===== src/rtl/clkdiv_pkg.sv =====
// Shared constants, ch_sel width helper and per-channel state record for the multi-channel divider.
// Counter fields are held at a fixed maximum width; channels zero-extend into them (CNT_W <= 32).
package clkdiv_pkg;

  localparam int MAX_CH    = 16;
  localparam int DEF_HALF  = 5000000;
  localparam int CNT_W_MAX = 32;

  function automatic int sel_width(input int n);
    return (n <= 2) ? 1 : $clog2(n);
  endfunction

  typedef struct packed {
    logic [CNT_W_MAX-1:0] cnt;
    logic [CNT_W_MAX-1:0] act_half;
    logic [CNT_W_MAX-1:0] pend_half;
    logic                 pend_valid;
    logic                 q;
    logic                 lock;
  } ch_state_t;

endpackage


===== src/rtl/clkdiv_multi_if.sv =====
// Shared half-period load port: strobe, channel select, value, and registered rejection pulse.
// Load is never stalled; a bad request is flagged on load_err one cycle later.
interface clkdiv_multi_if #(
  parameter int NUM_CH = 4,
  parameter int CNT_W  = 23
);
  localparam int SEL_W = clkdiv_pkg::sel_width(NUM_CH);

  logic             load;
  logic [SEL_W-1:0] ch_sel;
  logic [CNT_W-1:0] div_val;
  logic             load_err;

  modport master (output load, ch_sel, div_val, input load_err);
  modport slave  (input load, ch_sel, div_val, output load_err);

endinterface


===== src/rtl/clkdiv_channel.sv =====
// One divider channel: counter, shadow half-period, toggle and lock; tick registered with clk_out edge.
// No backpressure: a write while running is shadowed and applied at the next terminal count.
module clkdiv_channel
  import clkdiv_pkg::*;
#(
  parameter int CNT_W        = 23,
  parameter int DEFAULT_HALF = DEF_HALF
) (
  input  logic             clk,
  input  logic             reset,
  input  logic             en,
  input  logic             wr,
  input  logic [CNT_W-1:0] wr_val,
  output logic             clk_out,
  output logic             tick,
  output logic             locked,
  output logic             upd_pending
);

  ch_state_t            st_q, st_d;
  logic                 tick_q, tick_d;
  logic                 tc;
  logic [CNT_W_MAX-1:0] wr_ext;

  assign wr_ext = CNT_W_MAX'(wr_val);
  assign tc     = (st_q.cnt == st_q.act_half - CNT_W_MAX'(1));

  always_ff @(posedge clk or negedge reset) begin
    if (!reset) begin
      st_q.cnt        <= '0;
      st_q.act_half   <= CNT_W_MAX'(DEFAULT_HALF);
      st_q.pend_half  <= '0;
      st_q.pend_valid <= 1'b0;
      st_q.q          <= 1'b0;
      st_q.lock       <= 1'b0;
      tick_q          <= 1'b0;
    end else begin
      st_q   <= st_d;
      tick_q <= tick_d;
    end
  end

  always_comb begin
    st_d   = st_q;
    tick_d = 1'b0;
    if (en) begin
      if (tc) begin
        st_d.q   = ~st_q.q;
        st_d.cnt = '0;
        tick_d   = 1'b1;
        if (st_q.pend_valid) begin
          st_d.act_half   = st_q.pend_half;
          st_d.pend_valid = 1'b0;
          st_d.lock       = 1'b0;
        end else begin
          st_d.lock = 1'b1;
        end
      end else begin
        st_d.cnt = st_q.cnt + CNT_W_MAX'(1);
      end
      // A write coinciding with terminal count lands after the old pending value is consumed.
      if (wr) begin
        st_d.pend_half  = wr_ext;
        st_d.pend_valid = 1'b1;
      end
    end else begin
      st_d.cnt  = '0;
      st_d.lock = 1'b0;
      if (wr) begin
        st_d.act_half   = wr_ext;
        st_d.pend_valid = 1'b0;
      end
    end
  end

  assign clk_out     = st_q.q;
  assign tick        = tick_q;
  assign locked      = st_q.lock;
  assign upd_pending = st_q.pend_valid;

endmodule


===== src/rtl/clkdiv_multi.sv =====
// NUM_CH independent programmable dividers sharing one load port; outputs are registered, 0 latency.
// Loads are never stalled: valid ones write a channel, bad ones pulse load_err the next cycle.
module clkdiv_multi
  import clkdiv_pkg::*;
#(
  parameter int NUM_CH       = 4,
  parameter int CNT_W        = 23,
  parameter int DEFAULT_HALF = DEF_HALF
) (
  input  logic              clk,
  input  logic              reset,
  input  logic [NUM_CH-1:0] en,
  clkdiv_multi_if.slave     lp,
  output logic [NUM_CH-1:0] clk_out,
  output logic [NUM_CH-1:0] tick,
  output logic [NUM_CH-1:0] locked,
  output logic [NUM_CH-1:0] upd_pending
);

  localparam int SEL_W = sel_width(NUM_CH);

  logic [NUM_CH-1:0] wr;
  logic              load_ok;
  logic              load_err_q;

  // Widened compare so a non-power-of-two channel count rejects the unused selects.
  assign load_ok = (32'(lp.ch_sel) < NUM_CH) && (lp.div_val != '0);

  always_ff @(posedge clk or negedge reset) begin
    if (!reset) begin
      load_err_q <= 1'b0;
    end else begin
      load_err_q <= lp.load && !load_ok;
    end
  end

  assign lp.load_err = load_err_q;

  for (genvar i = 0; i < NUM_CH; i++) begin : g_ch
    assign wr[i] = lp.load && load_ok && (lp.ch_sel == SEL_W'(i));

    clkdiv_channel #(
      .CNT_W       (CNT_W),
      .DEFAULT_HALF(DEFAULT_HALF)
    ) u_ch (
      .clk        (clk),
      .reset      (reset),
      .en         (en[i]),
      .wr         (wr[i]),
      .wr_val     (lp.div_val),
      .clk_out    (clk_out[i]),
      .tick       (tick[i]),
      .locked     (locked[i]),
      .upd_pending(upd_pending[i])
    );
  end

endmodule


===== src/flat_wrapper.sv =====
// flat-port wrapper written by rule: the top's interface ports become plain ports
module clkdiv_multi_flat import clkdiv_pkg::*;
#(
  parameter int NUM_CH       = 4,
  parameter int CNT_W        = 23,
  parameter int DEFAULT_HALF = DEF_HALF
)
  (clk, reset, en, clk_out, tick, locked, upd_pending, lp_load, lp_ch_sel, lp_div_val, lp_load_err);
  clkdiv_multi_if #(.NUM_CH(NUM_CH), .CNT_W(CNT_W)) lp_i ();
  input  logic clk;
  input  logic reset;
  input  logic [NUM_CH-1:0] en;
  output logic [NUM_CH-1:0] clk_out;
  output logic [NUM_CH-1:0] tick;
  output logic [NUM_CH-1:0] locked;
  output logic [NUM_CH-1:0] upd_pending;
  input wire logic [$bits(lp_i.load)-1:0] lp_load;
  input wire logic [$bits(lp_i.ch_sel)-1:0] lp_ch_sel;
  input wire logic [$bits(lp_i.div_val)-1:0] lp_div_val;
  output wire logic [$bits(lp_i.load_err)-1:0] lp_load_err;
  assign lp_i.load = lp_load;
  assign lp_i.ch_sel = lp_ch_sel;
  assign lp_i.div_val = lp_div_val;
  assign lp_load_err = lp_i.load_err;
  clkdiv_multi #(.NUM_CH(NUM_CH), .CNT_W(CNT_W), .DEFAULT_HALF(DEFAULT_HALF)) u_core (.clk(clk), .reset(reset), .en(en), .lp(lp_i), .clk_out(clk_out), .tick(tick), .locked(locked), .upd_pending(upd_pending));
endmodule

===== config.mk =====
export PLATFORM = sky130hd
export DESIGN_NAME = clkdiv_multi_flat
export DESIGN_NICKNAME = d
export VERILOG_FILES = /design/src/rtl/clkdiv_pkg.sv /design/src/rtl/clkdiv_multi_if.sv /design/src/rtl/clkdiv_channel.sv /design/src/rtl/clkdiv_multi.sv /design/src/flat_wrapper.sv
export SDC_FILE = /design/constraint.sdc
export NUM_CORES = 1
export LEC_CHECK = 0
export BUFFER_PORTS_ARGS = -buffer_cell sky130_fd_sc_hd__buf_2
export CORE_MARGIN = 1
export CORE_UTILIZATION = 65
export CTS_BUF_LIST = sky130_fd_sc_hd__clkbuf_2
export CTS_CLUSTER_SIZE = 8
export DETAILED_ROUTE_END_ITERATION = 8
export GPL_ROUTABILITY_DRIVEN = 0
export PLACE_DENSITY_LB_ADDON = 0.1
export SYNTH_ARGS = -nofsm -noshare
export SYNTH_HDL_FRONTEND = slang
export SYNTH_SLANG_ARGS = --single-unit
export TNS_END_PERCENT = 30

===== constraint.sdc =====
create_clock -name clk -period 4.4 [get_ports clk]
set_clock_uncertainty 0.05 [all_clocks]
set_input_delay 1.32 -clock clk [delete_from_list [all_inputs] [get_ports clk]]
set_output_delay 1.32 -clock clk [all_outputs]
set_load 0.005 [all_outputs]

==> run summary <==
Crit path max-delay family = simple AND/OR/NAND/NOR gates
worst r2r src = u_core.g_ch[3].u_ch.st_q[36]$_DFFE_PN0P_
r2r setup slk = 0.31 ns
post-route cell area = 19600 sq um
max-cap violations = 0
die area = 28800 sq um
ys async rst share = 100%
area grow syn2layout = 7.27%
ys flop type = dfrtp_1
Max-slew headroom = 34.2%
Tot GR Track Use = 30.3%
Clk pin slew, worst setup/hold paths = 0.11 ns
first-pass GRT wire length = 69.8 mm
Syn Area/Cell = 10.1 sq um
area of the mapped netlist = 18300 sq um
Worst Reg-to-Reg Cells = 11
Initial Util = 66.1%
Area after DPL = 18800 sq um
CTS max path bufs = 3
Cell variety after synth = 87
busiest grt layer = met2
Vias = 14245
core area = 27700 sq um
# hold bufs at CTS = 0
slowest cell on the critical path = or2_1
crit share post-route = 92.9%
utilization after layout = 70.9%
WS Path Type = reg -> reg
hold crit path type = in -> async
CP bufs+invs = 1
RSZ-0062 raised after global routing = no
# fillers = 2135
number of global-route vias before repair = 13647
met1 usage = 42.1%
FF+latch count, synth = 329
H-tree levels = 3
# IOs = 49
initial antenna violation count = 1
Cell Pwr Density = 370 nW/um^2
clk_lat worst skew = 0.95 ns
Nets = 1919
Critical Path Fanout Max = 20
vias per cell = 6.13
Synth area leader = dfrtp_1
Syn Nets = 1851
Worst VDD drop = 216 uV
largest net degree at the start of global routing = 96
sum of negative setup slack = 0 ns
Worst Path Required = 5.21 ns
Overflow after GRT = 0
HPWL Detailed = 29.1 mm
CTS tree = yes
Slew Limit Fails = 0
Initial DRC Count = 1082
crit end category = flop
YS warnings = 0
top cells by area, synth = dfrtp_1 41%, mux2_2 5.7%, xnor2_1 5.5%
Post-Route WL = 42.7 mm
grt met3 use = 4.53%
Worst R2R End = u_core.g_ch[3].u_ch.st_q[55]$_DFFE_PN0P_
most frequent cells in the layout = 297 x dfrtp_1, 214 x nor2_1, 131 x clkbuf_2
share of cells above drive strength 1 = 21.9%
row count = 61
WHS = 0.360 ns
final setup violation count = 0
Synth Instances = 1811
fmax = 245 MHz
crit-path max cell delay = 0.63 ns
TritonRoute pass-1 iters = 7
Port Buffers = 48
fin crit period = 4.09 ns
Worst Max-Slew Pin Slew = 0.987 ns
Arrival @ worst endpoint = 4.89 ns
Fin. Hold Viols = 0
DRC = 0
post-synth top area share = 40.6%
number of flops mapped to enable cells by yosys = 0
met2 GRT Util = 47.8%
CTS Sinks = 329
most common cell after layout, fill and taps aside = dfrtp_1
remaining antenna violation count = 0
CTS Root Cell = clkbuf_2
die height = 170 microns
total CTS buffers = 86
status = complete, no violations
routed length per instance = 18.4 microns
nature of the critical path startpoint = flop
cells along the critical path = inv_1, ha_1, or3b_2, or3_1, a2111oi_0, o2111ai_1, and4b_1, nand4_1, or2_1, nand2_4, o21ba_2
Leak = 8.08 nW
sequential area share after synthesis = 45.2%
Die X = 170 microns
-- cell type report --
type	instances	area, sq um	share of cell area [%]
repair buffers	85	553	2.82
diodes	1	2.50	0.0127
clock inverters	24	154	0.784
inverters	29	109	0.554
multi-input cells	1348	9420	48.0
well taps	378	473	2.41
clock buffers	131	656	3.34
flip-flops and latches	329	8270	42.1
-- Yosys cell counts, types with 14 or more instances --
library cell  number
dfrtp_1          297
o21ba_2           19
nor4_1            37
o221a_2           29
o221a_1           40
clkbuf_1          65
and4_1            14
mux2i_1           16
a21oi_1           16
nor3_1            53
and3_1            39
or3_1             61
or4_1             17
nand3_1           71
buf_2             14
inv_1             29
nand4_1           34
nor2_1           214
nand2b_1          35
xnor2_1          114
dfstp_2           32
xor2_1           113
o21ai_0           29
mux2_2            93
o22ai_1           22
nand2_1          100
buf_4             19
-- how the worst max path moves through the flow --
stage                                                     endpoint  depth (start not counted)                                      from
after floorplan           u_core.g_ch[3].u_ch.st_q[52]$_DFFE_PN0P_                         13  u_core.g_ch[3].u_ch.st_q[35]$_DFFE_PN0P_
after global placement    u_core.g_ch[3].u_ch.st_q[35]$_DFFE_PN0P_                          9                             lp_div_val[0]
after detailed placement  u_core.g_ch[3].u_ch.st_q[36]$_DFFE_PN0P_                          9                             lp_div_val[0]
after CTS                 u_core.g_ch[3].u_ch.st_q[44]$_DFFE_PN1P_                         11  u_core.g_ch[3].u_ch.st_q[35]$_DFFE_PN0P_
after global routing      u_core.g_ch[3].u_ch.st_q[44]$_DFFE_PN1P_                         11  u_core.g_ch[3].u_ch.st_q[36]$_DFFE_PN0P_
final                     u_core.g_ch[3].u_ch.st_q[55]$_DFFE_PN0P_                         11  u_core.g_ch[3].u_ch.st_q[36]$_DFFE_PN0P_
-- worst register-to-register path, stage by stage (launching register included) --
cell	delay [ns]
dfrtp_1	0.45
inv_1	0.08
ha_1	0.20
or3b_2	0.49
or3_1	0.37
a2111oi_0	0.49
o2111ai_1	0.17
and4b_1	0.27
nand4_1	0.30
or2_1	0.63
nand2_4	0.37
o21ba_2	0.16
-- registers in the layout, indices dropped and copies added (netlist names) --
register,count
u_core.g_ch.u_ch.st_q,312
u_core.g_ch.u_ch.clk_out,4
u_core.g_ch.u_ch.locked,4
u_core.g_ch.u_ch.tick,4
u_core.g_ch.u_ch.upd_pending,4
u_core.lp.load_err,1
-- where the power goes --
part | switching [W] | internal, W
clock | 0.00129 | 0.000907
sequential | 0.000458 | 0.00344
combinational | 0.000549 | 0.000616
-- per-stage QoR --
stage | setup slack (ns) | instances | power [W]
2_1_floorplan | 0.983 | 1811 | 0.00469
3_3_place_gp | 0.0271 | 2169 | 0.00503
3_5_place_dp | 0.0199 | 2169 | 0.00510
4_1_cts | 0.297 | 2324 | 0.00731
5_1_grt | 0.112 | 2325 | 0.00765
6_report | 0.314 | 2325 | 0.00726
-- logic make-up (layout without fill, tap and decap cells) --
family	Yosys count	in the layout	synth area share [%]
AOI/OAI and AO/OA	244	244	11.3
xor gates and xnor gates	227	227	10.9
adders and majority gates	8	8	0.547
buffers and inverters	134	269	3.44
DFF	329	329	45.2
muxes	109	109	6.60
other	0	1	0
and+or+nand+nor	760	760	22.0
-- layer usage --
metal | part of all wire, % | vias up
met3 | 4.8 | 92
met4 | 3.0 | 0
met5 | 0 | -
li1 | - | 6761
met1 | 46 | 6987
met2 | 46 | 405
-- repair_timing --
action	4_1_cts	5_1_grt
setup endpoints to repair	0	11
buffers inserted	0	0
gates resized for setup	0	1
(Power assumes the default switching activity.)
